## src/rtl/lcd_pkg.sv

```systemverilog
// Shared types and constants for the LCD test-pattern colour stage.
// Holds the panel geometry defaults, pattern encodings and RGB565 colour constants.
package lcd_pkg;

    localparam int unsigned DEF_H_ACTIVE        = 480;
    localparam int unsigned DEF_V_ACTIVE        = 272;
    localparam int unsigned DEF_DEBOUNCE_CYCLES = 90000;

    localparam int unsigned R_W = 5;
    localparam int unsigned G_W = 6;
    localparam int unsigned B_W = 5;

    typedef enum logic [1:0] {
        MODE_BARS   = 2'd0,
        MODE_GRAD   = 2'd1,
        MODE_CHECK  = 2'd2,
        MODE_BORDER = 2'd3
    } mode_e;

    typedef struct packed {
        logic [R_W-1:0] r;
        logic [G_W-1:0] g;
        logic [B_W-1:0] b;
    } rgb565_t;

    localparam rgb565_t RGB_WHITE   = '{r: 5'd31, g: 6'd63, b: 5'd31};
    localparam rgb565_t RGB_YELLOW  = '{r: 5'd31, g: 6'd63, b: 5'd0};
    localparam rgb565_t RGB_CYAN    = '{r: 5'd0,  g: 6'd63, b: 5'd31};
    localparam rgb565_t RGB_GREEN   = '{r: 5'd0,  g: 6'd63, b: 5'd0};
    localparam rgb565_t RGB_MAGENTA = '{r: 5'd31, g: 6'd0,  b: 5'd31};
    localparam rgb565_t RGB_RED     = '{r: 5'd31, g: 6'd0,  b: 5'd0};
    localparam rgb565_t RGB_BLUE    = '{r: 5'd0,  g: 6'd0,  b: 5'd31};
    localparam rgb565_t RGB_BLACK   = '{r: 5'd0,  g: 6'd0,  b: 5'd0};

    // Colour-bar palette, left to right.
    function automatic rgb565_t bar_colour(input logic [2:0] idx);
        rgb565_t c;
        case (idx)
            3'd0:    c = RGB_WHITE;
            3'd1:    c = RGB_YELLOW;
            3'd2:    c = RGB_CYAN;
            3'd3:    c = RGB_GREEN;
            3'd4:    c = RGB_MAGENTA;
            3'd5:    c = RGB_RED;
            3'd6:    c = RGB_BLUE;
            default: c = RGB_BLACK;
        endcase
        return c;
    endfunction

    function automatic mode_e mode_next(input mode_e m);
        return mode_e'(m + 2'd1);
    endfunction

endpackage

```

## src/rtl/lcd_pattern_gen_if.sv

```systemverilog
// LCD pixel path: timing-generator inputs and the delayed/coloured pin outputs.
interface lcd_pattern_gen_if;
    import lcd_pkg::*;

    logic           LCD_DE_in;
    logic           LCD_HSYNC_in;
    logic           LCD_VSYNC_in;
    logic           LCD_DE;
    logic           LCD_HSYNC;
    logic           LCD_VSYNC;
    logic [R_W-1:0] LCD_R;
    logic [G_W-1:0] LCD_G;
    logic [B_W-1:0] LCD_B;

    modport master (
        output LCD_DE_in, LCD_HSYNC_in, LCD_VSYNC_in,
        input  LCD_DE, LCD_HSYNC, LCD_VSYNC, LCD_R, LCD_G, LCD_B
    );

    modport slave (
        input  LCD_DE_in, LCD_HSYNC_in, LCD_VSYNC_in,
        output LCD_DE, LCD_HSYNC, LCD_VSYNC, LCD_R, LCD_G, LCD_B
    );

endinterface

```

## src/rtl/button_debounce.sv

```systemverilog
// Two-flop synchronizer plus debounce counter for an active-low push button.
// Emits a one-cycle press pulse on each accepted 1->0 transition of the stable level.
module button_debounce #(
    parameter int unsigned DEBOUNCE_CYCLES = 90000
) (
    input  logic clk,
    input  logic rst_n,
    input  logic btn_i,
    output logic press_o
);

    localparam int unsigned CW = (DEBOUNCE_CYCLES > 1) ? $clog2(DEBOUNCE_CYCLES) : 1;
    localparam logic [CW-1:0] CNT_LAST = CW'(DEBOUNCE_CYCLES - 1);

    logic          sync1_q;
    logic          sync2_q;
    logic          stable_q, stable_d;
    logic [CW-1:0] cnt_q, cnt_d;
    logic          press_q, press_d;

    // Count only while the synced level disagrees with the accepted level.
    always_comb begin
        stable_d = stable_q;
        cnt_d    = cnt_q;
        press_d  = 1'b0;
        if (sync2_q == stable_q) begin
            cnt_d = '0;
        end else if (cnt_q == CNT_LAST) begin
            stable_d = sync2_q;
            cnt_d    = '0;
            press_d  = ~sync2_q;
        end else begin
            cnt_d = cnt_q + 1'b1;
        end
    end

    always_ff @(posedge clk or negedge rst_n) begin
        if (!rst_n) begin
            sync1_q  <= 1'b1;
            sync2_q  <= 1'b1;
            stable_q <= 1'b1;
            cnt_q    <= '0;
            press_q  <= 1'b0;
        end else begin
            sync1_q  <= btn_i;
            sync2_q  <= sync1_q;
            stable_q <= stable_d;
            cnt_q    <= cnt_d;
            press_q  <= press_d;
        end
    end

    assign press_o = press_q;

endmodule

```

## src/rtl/lcd_pattern_gen.sv

```systemverilog
// Pixel-colour stage: tracks x/y from DE/HSYNC/VSYNC and renders one of four test
// patterns as RGB565, keeping sync/DE aligned with colour through a 2-stage pipeline.
module lcd_pattern_gen
    import lcd_pkg::*;
#(
    parameter int unsigned H_ACTIVE        = DEF_H_ACTIVE,
    parameter int unsigned V_ACTIVE        = DEF_V_ACTIVE,
    parameter int unsigned DEBOUNCE_CYCLES = DEF_DEBOUNCE_CYCLES
) (
    input  logic             PixelClk,
    input  logic             nRST,
    input  logic             User_Button,
    lcd_pattern_gen_if.slave lcd,
    output logic [1:0]       mode
);

    // Gradient and checker slices reach bit 8, so keep at least 9 bits.
    localparam int unsigned XW = ($clog2(H_ACTIVE) > 9) ? $clog2(H_ACTIVE) : 9;
    localparam int unsigned YW = ($clog2(V_ACTIVE) > 9) ? $clog2(V_ACTIVE) : 9;
    localparam logic [XW-1:0] X_LAST = XW'(H_ACTIVE - 1);
    localparam logic [YW-1:0] Y_LAST = YW'(V_ACTIVE - 1);
    localparam int unsigned BAR_W = H_ACTIVE / 8;

    logic          press;

    logic [XW-1:0] xcnt_q, xcnt_d;
    logic [YW-1:0] ycnt_q, ycnt_d;
    logic [XW-1:0] px_x_q;
    logic [YW-1:0] px_y_q;
    logic          de1_q, hs1_q, vs1_q;
    mode_e         mode_q, mode_d;
    mode_e         pend_q, pend_d;

    logic          de2_q, hs2_q, vs2_q;
    rgb565_t       rgb_q, rgb_d;

    logic [2:0]    bar;
    rgb565_t       pix;

    button_debounce #(
        .DEBOUNCE_CYCLES(DEBOUNCE_CYCLES)
    ) u_button_debounce (
        .clk    (PixelClk),
        .rst_n  (nRST),
        .btn_i  (User_Button),
        .press_o(press)
    );

    // Pixel counters and mode bookkeeping; VSYNC low both clears y and commits the mode.
    always_comb begin
        xcnt_d = '0;
        if (lcd.LCD_DE_in) begin
            xcnt_d = (xcnt_q == X_LAST) ? xcnt_q : xcnt_q + 1'b1;
        end

        ycnt_d = ycnt_q;
        if (!lcd.LCD_VSYNC_in) begin
            ycnt_d = '0;
        end else if (de1_q && !lcd.LCD_DE_in && (ycnt_q != Y_LAST)) begin
            ycnt_d = ycnt_q + 1'b1;
        end

        pend_d = press ? mode_next(pend_q) : pend_q;
        mode_d = lcd.LCD_VSYNC_in ? mode_q : pend_q;
    end

    // Stage 1: sync/DE, pixel index and applied mode.
    always_ff @(posedge PixelClk or negedge nRST) begin
        if (!nRST) begin
            xcnt_q <= '0;
            ycnt_q <= '0;
            px_x_q <= '0;
            px_y_q <= '0;
            de1_q  <= 1'b0;
            hs1_q  <= 1'b1;
            vs1_q  <= 1'b1;
            mode_q <= MODE_BARS;
            pend_q <= MODE_BARS;
        end else begin
            xcnt_q <= xcnt_d;
            ycnt_q <= ycnt_d;
            px_x_q <= xcnt_q;
            px_y_q <= ycnt_q;
            de1_q  <= lcd.LCD_DE_in;
            hs1_q  <= lcd.LCD_HSYNC_in;
            vs1_q  <= lcd.LCD_VSYNC_in;
            mode_q <= mode_d;
            pend_q <= pend_d;
        end
    end

    // Pattern renderer; bar index from threshold compares rather than a divide.
    always_comb begin
        bar = '0;
        for (int unsigned i = 1; i < 8; i++) begin
            if (32'(px_x_q) >= i * BAR_W) begin
                bar = 3'(i);
            end
        end

        pix = RGB_BLACK;
        case (mode_q)
            MODE_BARS: begin
                pix = bar_colour(bar);
            end
            MODE_GRAD: begin
                pix.r = px_x_q[8:4];
                pix.g = px_y_q[8:3];
                pix.b = 5'd31 - px_x_q[8:4];
            end
            MODE_CHECK: begin
                pix = (px_x_q[4] ^ px_y_q[4]) ? RGB_WHITE : RGB_BLACK;
            end
            MODE_BORDER: begin
                pix = ((px_x_q == '0) || (px_x_q == X_LAST) ||
                       (px_y_q == '0) || (px_y_q == Y_LAST)) ? RGB_WHITE : RGB_BLUE;
            end
            default: pix = RGB_BLACK;
        endcase

        rgb_d = de1_q ? pix : RGB_BLACK;
    end

    // Stage 2: colour and the second sync/DE copy.
    always_ff @(posedge PixelClk or negedge nRST) begin
        if (!nRST) begin
            de2_q <= 1'b0;
            hs2_q <= 1'b1;
            vs2_q <= 1'b1;
            rgb_q <= RGB_BLACK;
        end else begin
            de2_q <= de1_q;
            hs2_q <= hs1_q;
            vs2_q <= vs1_q;
            rgb_q <= rgb_d;
        end
    end

    assign lcd.LCD_DE    = de2_q;
    assign lcd.LCD_HSYNC = hs2_q;
    assign lcd.LCD_VSYNC = vs2_q;
    assign lcd.LCD_R     = rgb_q.r;
    assign lcd.LCD_G     = rgb_q.g;
    assign lcd.LCD_B     = rgb_q.b;
    assign mode          = mode_q;

endmodule

```

## src/flat_wrapper.sv

```systemverilog
// flat-port wrapper written by rule: the top's interface ports become plain ports
module lcd_pattern_gen_flat import lcd_pkg::*;
#(
    parameter int unsigned H_ACTIVE        = DEF_H_ACTIVE,
    parameter int unsigned V_ACTIVE        = DEF_V_ACTIVE,
    parameter int unsigned DEBOUNCE_CYCLES = DEF_DEBOUNCE_CYCLES
)
  (PixelClk, nRST, User_Button, mode, lcd_LCD_DE_in, lcd_LCD_HSYNC_in, lcd_LCD_VSYNC_in, lcd_LCD_DE, lcd_LCD_HSYNC, lcd_LCD_VSYNC, lcd_LCD_R, lcd_LCD_G, lcd_LCD_B);
  lcd_pattern_gen_if lcd_i ();
  input  logic PixelClk;
  input  logic nRST;
  input  logic User_Button;
  output logic [1:0] mode;
  input wire logic [$bits(lcd_i.LCD_DE_in)-1:0] lcd_LCD_DE_in;
  input wire logic [$bits(lcd_i.LCD_HSYNC_in)-1:0] lcd_LCD_HSYNC_in;
  input wire logic [$bits(lcd_i.LCD_VSYNC_in)-1:0] lcd_LCD_VSYNC_in;
  output wire logic [$bits(lcd_i.LCD_DE)-1:0] lcd_LCD_DE;
  output wire logic [$bits(lcd_i.LCD_HSYNC)-1:0] lcd_LCD_HSYNC;
  output wire logic [$bits(lcd_i.LCD_VSYNC)-1:0] lcd_LCD_VSYNC;
  output wire logic [$bits(lcd_i.LCD_R)-1:0] lcd_LCD_R;
  output wire logic [$bits(lcd_i.LCD_G)-1:0] lcd_LCD_G;
  output wire logic [$bits(lcd_i.LCD_B)-1:0] lcd_LCD_B;
  assign lcd_i.LCD_DE_in = lcd_LCD_DE_in;
  assign lcd_i.LCD_HSYNC_in = lcd_LCD_HSYNC_in;
  assign lcd_i.LCD_VSYNC_in = lcd_LCD_VSYNC_in;
  assign lcd_LCD_DE = lcd_i.LCD_DE;
  assign lcd_LCD_HSYNC = lcd_i.LCD_HSYNC;
  assign lcd_LCD_VSYNC = lcd_i.LCD_VSYNC;
  assign lcd_LCD_R = lcd_i.LCD_R;
  assign lcd_LCD_G = lcd_i.LCD_G;
  assign lcd_LCD_B = lcd_i.LCD_B;
  lcd_pattern_gen #(.H_ACTIVE(H_ACTIVE), .V_ACTIVE(V_ACTIVE), .DEBOUNCE_CYCLES(DEBOUNCE_CYCLES)) u_core (.PixelClk(PixelClk), .nRST(nRST), .User_Button(User_Button), .lcd(lcd_i), .mode(mode));
endmodule
```

## config.mk

```make
export PLATFORM = sky130hd
export DESIGN_NAME = lcd_pattern_gen_flat
export DESIGN_NICKNAME = d
export VERILOG_FILES = /design/src/rtl/lcd_pkg.sv /design/src/rtl/lcd_pattern_gen_if.sv /design/src/rtl/button_debounce.sv /design/src/rtl/lcd_pattern_gen.sv /design/src/flat_wrapper.sv
export SDC_FILE = /design/constraint.sdc
export NUM_CORES = 1
export LEC_CHECK = 0
export CORE_MARGIN = 2
export CORE_UTILIZATION = 40
export CTS_CLUSTER_DIAMETER = 30
export DETAILED_ROUTE_END_ITERATION = 10
export PLACE_DENSITY = 0.56
export RECOVER_POWER = 25
export SYNTH_ARGS = -nofsm -noshare
export SYNTH_HDL_FRONTEND = slang
export SYNTH_SLANG_ARGS = --single-unit
```

## constraint.sdc

```tcl
create_clock -name PixelClk -period 3.4 [get_ports PixelClk]
set_input_delay 1.02 -clock PixelClk [delete_from_list [all_inputs] [get_ports PixelClk]]
set_output_delay 1.02 -clock PixelClk [all_outputs]
set_load 0.02 [all_outputs]
```

Yosys cells after proc, flatten, opt, wreduce, memory -nomap -nowiden --
Cells that the tools add are included.
Operators by class: add/subtract/negate cells 5, multiplexer cells 20, equality and inequality tests 17, bitwise logic cells 3, reductions and logical operators 11, magnitude comparators 7
Operators with widths (number):
- $pmux 16 s7 | 1
- $pmux 16 s4 | 1
- $mux 16 | 3
- $mux 9 | 4
- $mux 17 | 2
- $eq 9x9->1 const B | 3
- $ge 9x9->1 const B | 3
- $add 9x1->9 const B | 2
- $ge 9x8->1 const B | 2
- $logic_not 9->1 | 2
- $add 17x1->17 const B | 1
- $eq 17x17->1 const B | 1
- $mux 3 | 4
- $eq 3x3->1 const B | 3
- $ge 9x6->1 const B | 1
- $ge 9x7->1 const B | 1
- $ne 9x9->1 const B | 1
- $eq 3x2->1 const B | 2
- $sub 5x5->5 const A | 1
- $eq 2x2->1 const B | 2
- $mux 2 | 2
- $eq 3x1->1 const B | 1
- $logic_not 3->1 | 1
- $logic_or 1x1->1 | 3
- 12 further kinds | 16
Word-level totals: output and inout port bits 21, bits of input ports 6, bits in registers 83

Longest topological paths before layout --
depth after elaboration 12, depth in mapped cells 7

Modules after synthesis --
A second synthesis with hierarchy kept.
Second synthesis, totals: cells, all modules 318, area, all modules 3614.7 µm²
By module, submodules not included:
- lcd_pattern_gen | instances 1, cells each 225, seq. area each 1556.5 µm², area an instance 2597.5 µm²
- button_debounce | instances 1, cells each 93, seq. area each 529.3 µm², area an instance 1017.2 µm²

Worst setup path before layout --
OpenSTA, ideal clock, no wires.
kind in2reg, start point input lcd_LCD_DE_in, end point register u_core.ycnt_q[5], arrival 1.974 ns, path slack 1.307 ns, stages 5, cells stage by stage nand2b_1 a31oi_1 nand4_1 xnor2_1 and2_1
Between the ends: cells in the longest elaborated chain, start to end 4
RTL lines:
- start, declared | RTL line flat_wrapper.sv:14 | input wire logic [$bits(lcd_i.LCD_DE_in)-1:0] lcd_LCD_DE_in;
- $logic_not 1->1 | RTL line lcd_pattern_gen.sv:59 | end else if (de1_q && !lcd.LCD_DE_in && (ycnt_q != Y_LAST)) begin
- $logic_and 1x1->1 (2 in a row) | RTL line lcd_pattern_gen.sv:59
- $ne 2x1->1 (no line)
- end signal, assigned | RTL line lcd_pattern_gen.sv:81 | ycnt_q <= ycnt_d;
- end, declared | RTL line lcd_pattern_gen.sv:27 | logic [YW-1:0] ycnt_q, ycnt_d;
No other way between the ends. A chain may end at the register's enable or synchronous reset.

Final worst setup path --
Same ends and word-level chain as after synthesis.

==> results.cfg <==
[run_status]
status = complete, but fails checks
failed_checks = max-capacitance violations, max-slew violations

[finish]
nNetsFinal = 332
final_common_cell = dfrtp_1
syn2layout_area_growth_pct = 16.1
final_cell_mix = dfrtp_1, nor2_1, nand2_1
drive_gt1_share_pct = 10.4
num_antenna_cells = 0
fin_cells = 433

[die]
start_util_pct = 41.5
core_area_um2 = 8260
rows = 33
dieArea_um2 = 9330
die_y_um = 96.6
die-width_um = 96.6
ios = 27

[sta]
whs_ps = 359
setup_viol = 0
fmax_ghz = 0.383
fin_skew_ps = 9.23
max-slew-margin-rel_pct = -28.7
period_share_pct = 76.7
finalMaxSlewViolations = 84
setup_tns_ps = 0
fin_crit_ps = 2610
fin_ws_ps = 791
tightest_slew_ps = 1930
final-hold-violation-count = 0
rsz0062_at_grt = false

[power]
p_total_uw = 1850
leakage_uw = 0.00170
p_per_area_nw_per_um2 = 464
max-vdd-ir-drop_mv = 0.271

[critical_path]
setup.worst_path.start = lcd_LCD_DE_in
worst_ep_required_time_ps = 3640
regToRegStartpoint = u_core.ycnt_q[0]
r2r_cells = 6
end_kind = flop
cp.arrival_ps = 2850
crit_type = primary input to flop
crit_path_start_kind = primary input
cp_max_fo = 11

[yosys]
synth.area.top_cells = dfrtp_1, dfstp_2, xnor2_1
yosys_warnings = 0
syn-num-nets = 303
synthFlopType = dfrtp_1
synth-edff-count = 0
ys_seq_area_share_pct = 60.8
synth_top_area_cell = dfrtp_1
avgSynthCellArea_um2 = 11.7
syn_inst = 294
synth_top_cell_area_share_pct = 55.5
async_flop_share_pct = 100
synth_cell_types = 44
syn_area_um2 = 3430
ys_ff_latch = 83

[hold_path]
whs_path_depth = 0
hold_start = u_core.u_button_debounce.sync1_q
hp-class = flop to flop

[cts]
clockRootBuffer = clkbuf_8
post-cts-setup-buffers = 0
ctsResizeCount = 0
htree_levels = 3
cts_sinks = 83
ctsHoldBuffers = 0
path_clk_slew_ps = 80
cts_tree = done
cts.path.max_buffers = 2
cts_buffers = 9
clkLatencyLatePin_ps = 350

[routing]
dr.pass1.iters = 4
drc = 0
wl_per_cell_um = 12.5
drt_iter0_drc = 73
totalWireLength_um = 5400
postRouteAntennaNets = 0
drt-vias-per-instance = 5.01
num_vias = 2168

[grt]
grtUsageTotal_pct = 13.4
grt_pass1_vias = 2088
use_met1_pct = 16.8
overflow = 0
grt_max_degree = 84
grt_pass1_wl_um = 9480
use_met2_pct = 21.5
antenna_found_initial = 0
grt.busiest_layer = met2
grt_use_met3_pct = 3.10

[place]
dpl.hpwl_um = 3660
io_buffers = 26
place_congestion = 0.810
placed_cells = 417
dp_slack_ps = 470

[run]
max_cap_violations = 1
## layout make-up
type	instances	area, um^2
clock buffers	11	151
clock inverters	5	61.3
fillers	753	4280
inverters	3	11.3
multi-input cells	200	1280
flip-flops and latches	83	2090
well taps	105	131
repair buffers	26	255
## critical path, cell delays in order
cell           delay [ps]
dlygate4sd3_1         670
nand2b_1              230
a31oi_1               460
nand4_1               180
xnor2_1               140
and2_1                150
## cell families (layout without fill, tap and decap cells)
kind of cell	Yosys count	after routing	share of synthesized area, %
DFF	83	83	60.8
AOI/OAI and AO/OA	30	30	5.25
xor gates and xnor gates	32	32	8.17
adders and majority gates	4	4	1.39
muxes	6	6	1.97
buffers and inverters	11	45	1.75
and+or+nand+nor	128	128	20.6
## metal layers
metal | wire, um | share of wire (%)
met4 | 104 | 1.9
met5 | 0 | 0
met1 | 2550 | 47
met2 | 2550 | 47
met3 | 194 | 3.6
## synth_stat cells (2+ instances only)
| cell | n |
|---|---|
| buf_6 | 2 |
| a31oi_1 | 4 |
| or2_2 | 2 |
| and3_1 | 7 |
| o21ai_0 | 6 |
| inv_1 | 3 |
| dfrtp_1 | 76 |
| buf_2 | 3 |
| nor4_1 | 8 |
| nand3b_1 | 2 |
| dfstp_2 | 7 |
| and3_2 | 2 |
| nor3_1 | 2 |
| xnor2_1 | 19 |
| nand2_1 | 22 |
| nor2b_1 | 6 |
| a21oi_1 | 13 |
| nor2_1 | 23 |
| mux2_2 | 2 |
| and2_1 | 12 |
| clkbuf_1 | 3 |
| nand2b_1 | 8 |
| mux2i_1 | 3 |
| and4_1 | 7 |
| xor2_1 | 13 |
| nand3_1 | 15 |
| ha_1 | 3 |
| nand4_1 | 4 |
| a211oi_1 | 2 |
## per-stage QoR
| step | cell area, um^2 | utilization (%) |
|---|---|---|
| after floorplan | 3430 | - |
| after global placement | 3770 | 45.7 |
| after detailed placement | 3770 | 45.7 |
| after CTS | 3980 | 48.2 |
| after global routing | 3980 | 48.2 |
| final | 3980 | 48.2 |
## registers in the layout, indices dropped and copies added (netlist names), 2 cells and up
signal,count
u_core.px_y_q,9
u_core.ycnt_q,9
u_core.mode,2
u_core.lcd.LCD_G,6
u_core.px_x_q,9
u_core.u_button_debounce.cnt_q,17
u_core.lcd.LCD_B,5
u_core.pend_q,2
u_core.lcd.LCD_R,5
u_core.xcnt_q,9
## report_power, final
group / total (uW) / leakage [uW] / internal (uW) / switching, uW
logic: 95.6 / 0.000518 / 38.8 / 56.8
clock network: 723 / 0.0000978 / 380 / 342
registers: 1030 / 0.00108 / 1020 / 15.5
total: 1850 / 0.00170 / 1430 / 415
## final timing paths
path | end | slack [ps]
min reg2reg | u_core.u_button_debounce.sync2_q | 360
max in group asynchronous | u_core.u_button_debounce.cnt_q[2] | 1050
max | u_core.ycnt_q[5] | 790
min in group asynchronous | u_core.lcd.LCD_B[4] | 1210
min | u_core.u_button_debounce.sync2_q | 360
max reg2reg | u_core.ycnt_q[5] | 1440
Note: power is estimated with default switching activity, not from simulation.
